<file path="src/rtl/add8u_scan_pkg.sv">
// rtl/add8u_scan_pkg.sv - scanner FSM states and derived width helpers
package add8u_scan_pkg;

  typedef enum logic [2:0] {
    ST_IDLE,
    ST_DRIVE,
    ST_CAPTURE,
    ST_EMIT,
    ST_DONE
  } scan_state_e;

  function automatic int addr_w(input int w);
    return 2 * w;
  endfunction

  function automatic int sum_w(input int w);
    return w + 1;
  endfunction

  function automatic int err_w(input int w);
    return w + 2;
  endfunction

  function automatic int acc_w(input int w);
    return 3 * w + 1;
  endfunction

  function automatic int cnt_w(input int w);
    return 2 * w + 1;
  endfunction

  function automatic int sq_w(input int w);
    return 4 * w + 2;
  endfunction

endpackage

</file>
<file path="src/rtl/add8u_err_scanner_if.sv">
// rtl/add8u_err_scanner_if.sv - LUT entry stream (addr = {op_a,op_b}, data = captured sum)
interface add8u_err_scanner_if
  import add8u_scan_pkg::*;
#(
  parameter int W = 8
);

  logic                  lut_valid;
  logic                  lut_ready;
  logic [addr_w(W)-1:0]  lut_addr;
  logic [sum_w(W)-1:0]   lut_data;

  modport master (output lut_valid, output lut_addr, output lut_data, input lut_ready);
  modport slave  (input lut_valid, input lut_addr, input lut_data, output lut_ready);

endinterface

</file>
<file path="src/rtl/add8u_err_accum.sv">
// rtl/add8u_err_accum.sv - absolute error of one adder result and running statistics
// Squared-error accumulator present only with ADD8U_SCAN_MSE_EN.
module add8u_err_accum
  import add8u_scan_pkg::*;
#(
  parameter int W = 8
) (
  input  logic                 clk,
  input  logic                 rst,
  input  logic                 clr_i,
  input  logic                 en_i,
  input  logic [W-1:0]         op_a_i,
  input  logic [W-1:0]         op_b_i,
  input  logic [sum_w(W)-1:0]  approx_sum_i,
  output logic [acc_w(W)-1:0]  sum_abs_err_o,
  output logic [sum_w(W)-1:0]  max_err_o,
  output logic [cnt_w(W)-1:0]  err_count_o
`ifdef ADD8U_SCAN_MSE_EN
  ,
  output logic [sq_w(W)-1:0]   sum_sq_err_o
`endif
);

  localparam int SW = sum_w(W);
  localparam int EW = err_w(W);
  localparam int AW = acc_w(W);
  localparam int CW = cnt_w(W);

  logic [EW-1:0] exact, approx, err;
  logic [SW-1:0] err_lo;
  logic [AW-1:0] sum_q, sum_d;
  logic [SW-1:0] max_q, max_d;
  logic [CW-1:0] cnt_q, cnt_d;

  // Top bit of err is always zero: |diff| never exceeds 2^(W+1)-1.
  always_comb begin
    exact  = {2'b00, op_a_i} + {2'b00, op_b_i};
    approx = {1'b0, approx_sum_i};
    err    = (approx >= exact) ? (approx - exact) : (exact - approx);
    err_lo = err[SW-1:0];
    sum_d  = sum_q + AW'(err_lo);
    max_d  = (err_lo > max_q) ? err_lo : max_q;
    cnt_d  = cnt_q + ((err_lo != '0) ? CW'(1) : CW'(0));
  end

  always_ff @(posedge clk) begin
    if (rst || clr_i) begin
      sum_q <= '0;
      max_q <= '0;
      cnt_q <= '0;
    end else if (en_i) begin
      sum_q <= sum_d;
      max_q <= max_d;
      cnt_q <= cnt_d;
    end
  end

  assign sum_abs_err_o = sum_q;
  assign max_err_o     = max_q;
  assign err_count_o   = cnt_q;

`ifdef ADD8U_SCAN_MSE_EN
  localparam int QW = sq_w(W);
  logic [2*SW-1:0] err_sq;
  logic [QW-1:0]   sq_q, sq_d;

  always_comb begin
    err_sq = {{SW{1'b0}}, err_lo} * {{SW{1'b0}}, err_lo};
    sq_d   = sq_q + QW'(err_sq);
  end

  always_ff @(posedge clk) begin
    if (rst || clr_i) begin
      sq_q <= '0;
    end else if (en_i) begin
      sq_q <= sq_d;
    end
  end

  assign sum_sq_err_o = sq_q;
`endif

endmodule

</file>
<file path="src/rtl/add8u_err_scanner.sv">
// rtl/add8u_err_scanner.sv - exhaustive error sweep of an external approximate W-bit adder
// Optional sum_sq_err output enabled by ADD8U_SCAN_MSE_EN.
module add8u_err_scanner
  import add8u_scan_pkg::*;
#(
  parameter int W = 8
) (
  input  logic                 clk,
  input  logic                 rst,
  input  logic                 start,
  output logic                 busy,
  output logic                 done,
  output logic [W-1:0]         op_a,
  output logic [W-1:0]         op_b,
  input  logic [sum_w(W)-1:0]  approx_sum,
  add8u_err_scanner_if.master  lut,
  output logic [acc_w(W)-1:0]  sum_abs_err,
  output logic [sum_w(W)-1:0]  max_err,
  output logic [cnt_w(W)-1:0]  err_count
`ifdef ADD8U_SCAN_MSE_EN
  ,
  output logic [sq_w(W)-1:0]   sum_sq_err
`endif
);

  localparam int AW = addr_w(W);
  localparam int SW = sum_w(W);

  scan_state_e   state_q, state_d;
  logic [AW-1:0] index_q, index_d;
  logic [SW-1:0] lut_data_q, lut_data_d;
  logic          acc_clr, acc_en;

  always_comb begin
    state_d    = state_q;
    index_d    = index_q;
    lut_data_d = lut_data_q;
    acc_clr    = 1'b0;
    acc_en     = 1'b0;
    case (state_q)
      ST_IDLE: begin
        if (start) begin
          index_d = '0;
          acc_clr = 1'b1;
          state_d = ST_DRIVE;
        end
      end
      ST_DRIVE:   state_d = ST_CAPTURE;
      ST_CAPTURE: begin
        lut_data_d = approx_sum;
        acc_en     = 1'b1;
        state_d    = ST_EMIT;
      end
      // index only moves on a transfer, so operands and addr hold through backpressure
      ST_EMIT: begin
        if (lut.lut_ready) begin
          if (index_q == '1) begin
            state_d = ST_DONE;
          end else begin
            index_d = index_q + AW'(1);
            state_d = ST_DRIVE;
          end
        end
      end
      ST_DONE:    state_d = ST_IDLE;
      default:    state_d = ST_IDLE;
    endcase
  end

  always_ff @(posedge clk) begin
    if (rst) begin
      state_q    <= ST_IDLE;
      index_q    <= '0;
      lut_data_q <= '0;
    end else begin
      state_q    <= state_d;
      index_q    <= index_d;
      lut_data_q <= lut_data_d;
    end
  end

  assign busy          = (state_q != ST_IDLE) && (state_q != ST_DONE);
  assign done          = (state_q == ST_DONE);
  assign op_a          = index_q[AW-1:W];
  assign op_b          = index_q[W-1:0];
  assign lut.lut_valid = (state_q == ST_EMIT);
  assign lut.lut_addr  = index_q;
  assign lut.lut_data  = lut_data_q;

  add8u_err_accum #(.W(W)) u_accum (
    .clk           (clk),
    .rst           (rst),
    .clr_i         (acc_clr),
    .en_i          (acc_en),
    .op_a_i        (op_a),
    .op_b_i        (op_b),
    .approx_sum_i  (approx_sum),
    .sum_abs_err_o (sum_abs_err),
    .max_err_o     (max_err),
    .err_count_o   (err_count)
`ifdef ADD8U_SCAN_MSE_EN
    ,
    .sum_sq_err_o  (sum_sq_err)
`endif
  );

endmodule
</file>
<file path="src/flat_wrapper.sv">
// flat-port wrapper written by rule: the top's interface ports become plain ports
module add8u_err_scanner_flat import add8u_scan_pkg::*;
#(
  parameter int W = 8
)
  (clk, rst, start, busy, done, op_a, op_b, approx_sum, sum_abs_err, max_err, err_count, lut_lut_valid, lut_lut_addr, lut_lut_data, lut_lut_ready);
  add8u_err_scanner_if #(.W(W)) lut_i ();
  input  logic clk;
  input  logic rst;
  input  logic start;
  output logic busy;
  output logic done;
  output logic [W-1:0] op_a;
  output logic [W-1:0] op_b;
  input  logic [sum_w(W)-1:0] approx_sum;
  output logic [acc_w(W)-1:0] sum_abs_err;
  output logic [sum_w(W)-1:0] max_err;
  output logic [cnt_w(W)-1:0] err_count;
  output wire logic [$bits(lut_i.lut_valid)-1:0] lut_lut_valid;
  output wire logic [$bits(lut_i.lut_addr)-1:0] lut_lut_addr;
  output wire logic [$bits(lut_i.lut_data)-1:0] lut_lut_data;
  input wire logic [$bits(lut_i.lut_ready)-1:0] lut_lut_ready;
  assign lut_lut_valid = lut_i.lut_valid;
  assign lut_lut_addr = lut_i.lut_addr;
  assign lut_lut_data = lut_i.lut_data;
  assign lut_i.lut_ready = lut_lut_ready;
  add8u_err_scanner #(.W(W)) u_core (.clk(clk), .rst(rst), .start(start), .busy(busy), .done(done), .op_a(op_a), .op_b(op_b), .approx_sum(approx_sum), .lut(lut_i), .sum_abs_err(sum_abs_err), .max_err(max_err), .err_count(err_count));
endmodule
</file>
<file path="config.mk">
export PLATFORM = sky130hd
export DESIGN_NAME = add8u_err_scanner_flat
export DESIGN_NICKNAME = d
export VERILOG_FILES = /design/src/rtl/add8u_scan_pkg.sv /design/src/rtl/add8u_err_scanner_if.sv /design/src/rtl/add8u_err_accum.sv /design/src/rtl/add8u_err_scanner.sv /design/src/flat_wrapper.sv
export SDC_FILE = /design/constraint.sdc
export NUM_CORES = 1
export LEC_CHECK = 0
export BUFFER_PORTS_ARGS = -buffer_cell sky130_fd_sc_hd__clkbuf_2
export CORE_MARGIN = 2
export CORE_UTILIZATION = 50
export DETAILED_ROUTE_END_ITERATION = 8
export PLACE_DENSITY_LB_ADDON = 0.08
export SLEW_MARGIN = 20
export SYNTH_ARGS = -nofsm -noshare
export SYNTH_HDL_FRONTEND = slang
export SYNTH_SLANG_ARGS = --single-unit
</file>
<file path="constraint.sdc">
create_clock -name clk -period 5.5 [get_ports clk]
set_input_delay 1.1 -clock clk [delete_from_list [all_inputs] [get_ports clk]]
set_output_delay 1.1 -clock clk [all_outputs]
set_load 0.02 [all_outputs]
</file>
==> summary.txt, run 1 <==
status - finished clean
Final WS setup - 0.123 ns
number of flops mapped to enable cells by yosys - 0
H-tree lvl count - 3
setup violators final - 0
drt first pass iters - 4
area delta synth->final - 26.9%
worst r2r src - u_core.lut.lut_addr[9]
arrival time at the worst endpoint - 5.62 ns
Wirelength per Cell - 14.1 um
number of global-route vias before repair - 4221
DIE AREA - 11100 um^2
Die W - 105 um
LEAKAGE - 2.77 nW
fin. max-slew vios - 0
first-pass GRT wire length - 19900 um
FP Rows - 36
most area-hungry cell type in the Yosys netlist - dfxtp_1
placer's final routability congestion estimate - 0.822
PD cells - 228 nW/um^2
WHS Endpoint - u_core.lut.lut_data[3]
CP Max Fanout - 7
largest net degree at the start of global routing - 52
diode count - 0
Area after DPL - 5900 um^2
design area - 6510 um^2
cells on worst reg2reg path - 28
Worst Hold Launch - u_core.lut.lut_data[3]
pre-CTS WS - -0.0584 ns
via count - 4602
DRC - 0
CTS buffer count - 9
fmax - 0.186 GHz
CTS clk-pin slew, worst paths - 0.10 ns
slowest cell on the critical path - dfxtp_4
Worst Skew - 0.0157 ns
Seq/Total Area, Yosys - 30.8%
Post-Route WL - 12400 um
reg-to-reg setup timing slack - 0.12 ns
predominant post-synthesis flop cell - dfxtp_1
Post-Syn Area per Cell - 8.42 um^2
Final Hold Fails - 0
Synth Cell Area - 5130 um^2
hpwl dp - 8960 um
asr flop ratio synth - 0%
Yosys reg bits - 79
Setup crit start kind - register
maxcap violations - 0
area of the core - 9860 um^2
dominant cells by area after synthesis - dfxtp_1 31%, ha_1 10%, nor2_1 5.2%
initial core utilization - 52.1%
initial antenna violation count - 0
Total GRT Usage - 21.7%
CTS tree - yes
RSZ-0062 raised after global routing - yes
Synth Instances - 610
fin util - 66.0%
DRT iter0 DRCs - 146
setup_tns - 0 ns
clk sinks - 79
Synth top area share - 30.8%
Synthesized Nets - 668
I/O Pins - 108
Final Non-Filler Cells - 879
Peak VDD IR - 0.000121 V
Synthesis Warnings - 0
synth unique cells - 69
Critical Path End Type - register
Placed Cells - 841
Worst Max-Slew Pin Slew - 0.767 ns
worst path required time - 5.74 ns
root buffer cell - clkbuf_8
max_slew headroom - 48.7%
share of layout cells above drive strength 1 - 32.2%
FILL cells - 844
Skew-Pair Late Insertion Delay - 0.36 ns
Die Ht - 105 um
worst hold-check path type - reg -> reg
Setup CP Type - reg -> reg
ANT nets after route - 0
GRT overflow - 0
Layout Nets - 799
period utilization - 97.8%
hold path cells - 2
Crit Reg-Reg Endpoint - u_core.u_accum.sum_abs_err_o[23]
IO buf count - 107
Crit path largest cell delay - 0.38 ns
CTS max path bufs - 2
vias per cell - 5.24
Final min period - 5.38 ns
==> area by class of cell <==
cell class / instances / area (um^2) / share of cell area (%)
clock buffers: 10 / 149 / 2.29
multi-input cells: 458 / 3450 / 53.0
inverters: 39 / 146 / 2.25
well taps: 133 / 166 / 2.55
flip-flops and latches: 79 / 1590 / 24.5
clock inverters: 6 / 82.6 / 1.27
repair buffers: 154 / 926 / 14.2
==> worst max-delay path: cells and delay by family (launching register included) <==
family | cells | cell delay, ns
compound gates | 13 | 2.10
xor+xnor | 3 | 0.49
fa+ha+maj | 3 | 0.91
buf+inv | 2 | 0.34
flops | 1 | 0.38
simple gates | 7 | 1.02
==> placed cells by master, fill, tap and decap left out, drive strengths merged, types with 7 or more instances in the layout <==
cell type | synthesis | routed
ha | 42 | 42
and3 | 10 | 10
nand4 | 10 | 10
nor2 | 71 | 71
a211oi | 10 | 10
a21o | 7 | 7
or3 | 16 | 16
clkbuf | 17 | 118
buf | 19 | 46
xor2 | 26 | 26
nand2 | 62 | 62
nand3 | 9 | 9
dfxtp | 79 | 79
xnor2 | 32 | 32
a21oi | 46 | 46
o21ai | 30 | 30
mux2i | 10 | 10
inv | 39 | 42
==> worst max path at each step <==
stage,endpoint,cells past startpoint,startpoint
floorplan,u_core.u_accum.sum_abs_err_o[23],26,u_core.lut.lut_addr[0]
CTS,u_core.u_accum.err_count_o[16],25,u_core.lut.lut_addr[9]
global route,u_core.u_accum.sum_abs_err_o[23],28,u_core.lut.lut_addr[0]
finish,u_core.u_accum.sum_abs_err_o[23],28,u_core.lut.lut_addr[9]
detailed placement,u_core.u_accum.err_count_o[16],23,u_core.lut.lut_addr[0]
global placement,u_core.u_accum.err_count_o[16],23,u_core.lut.lut_addr[0]
==> sequential cells by signal (all words and copies together) (netlist names) <==
| name | cells |
|---|---|
| u_core.u_accum.sum_abs_err_o | 25 |
| u_core.u_accum.err_count_o | 17 |
| u_core.u_accum.max_err_o | 9 |
| u_core.lut.lut_addr | 16 |
| u_core.lut.lut_data | 9 |
| u_core.state_q | 3 |
==> cell usage after synthesis, types with 4 or more instances <==
library cell / n
a21oi_1: 46
nor3_1: 5
xnor2_1: 30
mux2i_1: 10
nand2b_1: 5
nand2_1: 61
dfxtp_1: 79
buf_4: 16
nor2_1: 71
or3_1: 15
and3_1: 10
o21bai_1: 5
a211oi_1: 8
clkbuf_1: 17
a21o_1: 7
o21ai_0: 26
xor2_1: 26
ha_1: 42
inv_1: 39
and2_1: 4
nand4_1: 10
nand3_1: 8
==> timing repair <==
action,CTS,global route
setup buffers,2,19
gates cloned,0,3
resized for setup,4,34
setup endpoints to repair,13,43
hold buffers,0,0
pin swaps,4,26
==> logic make-up (layout without fill, tap and decap cells) <==
kind of cell               after synthesis  count (layout)  share of synthesized area, %
muxes                                   10              10                          1.95
adders and majority gates               49              49                          12.3
and+or+nand+nor                        218             218                          21.6
buffers and inverters                   75             209                          6.97
DFF                                     79              79                          30.8
AOI/OAI and AO/OA                      121             123                          16.2
xor gates and xnor gates                58              58                          10.2
==> routing by layer <==
layer,track usage [%],up-vias,wire (um)
li1,-,2363,-
met1,28.0,2129,5650
met2,37.6,102,6030
met3,4.39,8,618
met4,4.29,0,82
met5,0,-,0
==> through the flow <==
stage | hold WS, ns | total power, mW
after floorplan | 0.506 | 0.858
after global placement | 0.440 | 0.946
after detailed placement | 0.446 | 0.952
after CTS | 0.460 | 1.45
after global routing | 0.476 | 1.56
final | 0.458 | 1.48
==> power breakdown <==
part           switching, mW  internal, mW  total [mW]
logic                  0.216         0.170       0.385
clock network          0.246         0.248       0.494
registers             0.0161         0.588       0.604
total                  0.478          1.00        1.48
Note: power is estimated with default switching activity, not from simulation.
==> run 2: changes to the inputs <==
--- a/config.mk
+++ b/config.mk
@@ -7,10 +7,11 @@
 export LEC_CHECK = 0
 export BUFFER_PORTS_ARGS = -buffer_cell sky130_fd_sc_hd__clkbuf_2
 export CORE_MARGIN = 2
-export CORE_UTILIZATION = 50
+export CORE_UTILIZATION = 51
 export DETAILED_ROUTE_END_ITERATION = 8
 export PLACE_DENSITY_LB_ADDON = 0.08
 export SLEW_MARGIN = 20
 export SYNTH_ARGS = -nofsm -noshare
 export SYNTH_HDL_FRONTEND = slang
+export SYNTH_HIERARCHICAL = 1
 export SYNTH_SLANG_ARGS = --single-unit
==> run 2 against run 1 <==
  * Maximum frequency is 0.58% lower
  * Clock-buffer cell count is 1 lower
  * Flip-flop and latch count stayed put
  * Via count is 8.3% higher
  * Design area is 3.2% higher
  * Synthesized area is 3.6% higher
  * Clock skew is 0.0043 ns lower
  * Die area is 1.5% higher
  * Core utilization is 0.34 points lower
  * Synthesized cell count is 1.6% higher
  * Critical endpoint is now u_core/u_accum/err_count_o[15]
  * Largest power group unchanged
==> summary.txt, run 2 <==
most frequent cell after synthesis - dfxtp_1
placer's final routability congestion estimate - 0.894
ANT nets after route - 0
worst hold-check path type - reg -> reg
Final Hold Fails - 0
DRC - 0
Worst Hold Launch - u_core/u_accum/max_err_o[1]
post-synthesis compound-gate area fraction - 17.7%
Hold Worst Slack - 0.496 ns
post-synthesis mux area share - 4.21%
Synth Instances - 620
initial core utilization - 52.0%
commonest non-fill, non-tap cells in the layout - 107 x clkbuf_2, 75 x dfxtp_1, 61 x nor2_1
Skew-Pair Late Insertion Delay - 0.36 ns
DIE AREA - 11300 um^2
Final Non-Filler Cells - 901
Post-Syn Area per Cell - 8.58 um^2
share of layout cells above drive strength 1 - 31.9%
Post-Route WL - 13700 um
cells on worst reg2reg path - 27
Seq/Total Area, Yosys - 29.7%
fmax - 0.185 GHz
Critical Path End Type - register
area delta synth->final - 26.3%
maxcap violations - 0
fin. max-slew vios - 0
arrival time at the worst endpoint - 5.63 ns
setup violators final - 0
IO buf count - 107
CTS max path bufs - 2
Area after DPL - 6190 um^2
WHS Endpoint - u_core/u_accum/max_err_o[1]
Adder-Cell Fraction of Synth Area - 11.6%
Worst Skew - 0.0114 ns
area of the core - 10200 um^2
CTS tree - yes
GR Util met2 - 40.9%
Peak VDD IR - 0.000113 V
switch share - 32.8%
CTS clk-pin slew, worst paths - 0.10 ns
most common cell after layout, fill and taps aside - clkbuf_2
diode count - 0
I/O Pins - 108
Setup crit start kind - register
Placed Cells - 873
Net Sw Power - 0.466 mW
met1 Track Usage GR - 29.9%
Synth top cells by count - 79 x dfxtp_1, 63 x nor2_1, 43 x nand2_1
clk sinks - 79
worst r2r src - u_core/lut.lut_addr[9]
H-tree lvl count - 3
GR peak layer - met2
hold path cells - 2
initial antenna violation count - 0
design area - 6720 um^2
LEAKAGE - 3.00 nW
via count - 4986
Die W - 106 um
RSZ-0062 raised after global routing - yes
CTS Hold Bufs - 0
CTS buffer count - 9
reg-to-reg setup timing slack - 0.09 ns
Post-Synth XOR/XNOR Area - 8.72%
number of flops mapped to enable cells by yosys - 0
Yosys reg bits - 79
Synth top area share - 29.7%
met3 usage - 2.64%
Clock power frac - 32.8%
predominant post-synthesis flop cell - dfxtp_1
Worst Max-Slew Pin Slew - 0.989 ns
drt first pass iters - 5
synth unique cells - 71
FP Rows - 37
DRT iter0 DRCs - 250
largest net degree at the start of global routing - 48
period utilization - 98.3%
most area-hungry cell type in the Yosys netlist - dfxtp_1
max_slew headroom - 33.8%
Post-Synth Simple-Gate Area - 21.3%
Die Ht - 106 um
Pint - 0.956 mW
GRT overflow - 0
Wirelength per Cell - 15.2 um
worst path required time - 5.72 ns
Total GRT Usage - 23.5%
asr flop ratio synth - 0%
Crit Reg-Reg Endpoint - u_core/u_accum/err_count_o[15]
Synth Cell Area - 5320 um^2
Logic pwr share - 25.0%
Setup CP Type - reg -> reg
hpwl dp - 10100 um
Final min period - 5.41 ns
number of global-route vias before repair - 4607
first-pass GRT wire length - 21500 um
FILL cells - 913
dominant cells by area after synthesis - dfxtp_1 30%, ha_1 9.9%, xnor2_1 4.8%
Synthesized Nets - 678
root buffer cell - clkbuf_8
Reg power frac - 42.3%
PD cells - 212 nW/um^2
Layout Nets - 818
status - finished clean
Synthesis Warnings - 6
CP Max Fanout - 5
largest family of logic cells by synthesized area - simple AND/OR/NAND/NOR gates
max reg flops - 25
vias per cell - 5.53
run 2: cell families after synthesis:
group,Yosys count
xor gates and xnor gates,50
DFF,79
adders and majority gates,48
and+or+nand+nor,211
muxes,22
buffers and inverters,75
AOI/OAI and AO/OA,135
run 2: final cells by class:
type | instances | area [um^2] | share of cell area, %
Clock buffer | 9 | 124 | 1.84
Clock inverter | 7 | 85.1 | 1.27
Inverter | 38 | 143 | 2.12
Multi-Input combinational cell | 467 | 3620 | 53.9
Sequential cell | 79 | 1590 | 23.6
Tap cell | 136 | 170 | 2.53
Timing Repair Buffer | 165 | 991 | 14.7
run 2: repair_timing:
item / CTS / global route
cloned: 0 / 1
endpoints found under the setup margin: 5 / 39
buffers inserted: 0 / 11
pin swaps: 1 / 29
resized for setup: 3 / 39
run 2: power groups by stage:
| stage | sequential [mW] | combinational (mW) | clock (mW) |
|---|---|---|---|
| 3_3_place_gp | 0.613 | 0.303 | 0 |
| 3_5_place_dp | 0.614 | 0.310 | 0 |
| 5_1_grt | 0.604 | 0.387 | 0.495 |
| 6_report | 0.601 | 0.355 | 0.466 |
| 2_1_floorplan | 0.627 | 0.200 | 0 |
| 4_1_cts | 0.601 | 0.315 | 0.478 |
run 2: worst max-delay path by stage:
| stage | start | endpoint | slack, ns | cells after the start |
|---|---|---|---|---|
| after global placement | u_core/lut.lut_addr[8] | u_core/u_accum/err_count_o[16] | 0.08 | 28 |
| final | u_core/lut.lut_addr[9] | u_core/u_accum/err_count_o[15] | 0.09 | 27 |
| after global routing | u_core/lut.lut_addr[8] | u_core/u_accum/err_count_o[16] | -0.17 | 28 |
| after floorplan | u_core/lut.lut_addr[8] | u_core/u_accum/err_count_o[16] | 0.02 | 29 |
| after CTS | u_core/lut.lut_addr[8] | u_core/u_accum/err_count_o[16] | 0.006 | 28 |
| after detailed placement | u_core/lut.lut_addr[8] | u_core/u_accum/max_err_o[8] | -0.07 | 26 |
run 2: critical path: stages (launching register included):
cell      delay (ns)
dfxtp_2         0.35
ha_1            0.29
a21o_1          0.16
a21oi_1         0.20
o21bai_1        0.09
a21oi_1         0.18
o21bai_1        0.11
a21oi_1         0.19
xnor2_1         0.17
ha_1            0.30
nand4_1         0.16
nor2_2          0.08
a211oi_4        0.38
mux2_4          0.34
a31oi_1         0.15
o21ai_1         0.10
xor2_1          0.19
buf_4           0.15
or4_4           0.57
ha_4            0.18
and3_4          0.17
and3_4          0.18
nand3_4         0.09
nor2_4          0.04
and4_4          0.20
nand2_2         0.07
xor2_1          0.15
nor2_1          0.06
run 2: per-layer routing:
metal	part of all wire (%)	routed length [um]
met5	0	0
met4	1.9	259
met3	4.1	567
met2	50	6840
met1	44	6060
run 2: through the flow:
step,utilization [%],TNS [ns],power [mW],setup slack (ns)
detailed placement,60.5,-0.255,0.924,-0.0692
global placement,60.5,0,0.916,0.0825
finish,65.7,0,1.42,0.0914
CTS,62.8,0,1.39,0.00577
global route,65.7,-1.09,1.49,-0.168
floorplan,-,0,0.827,0.0156
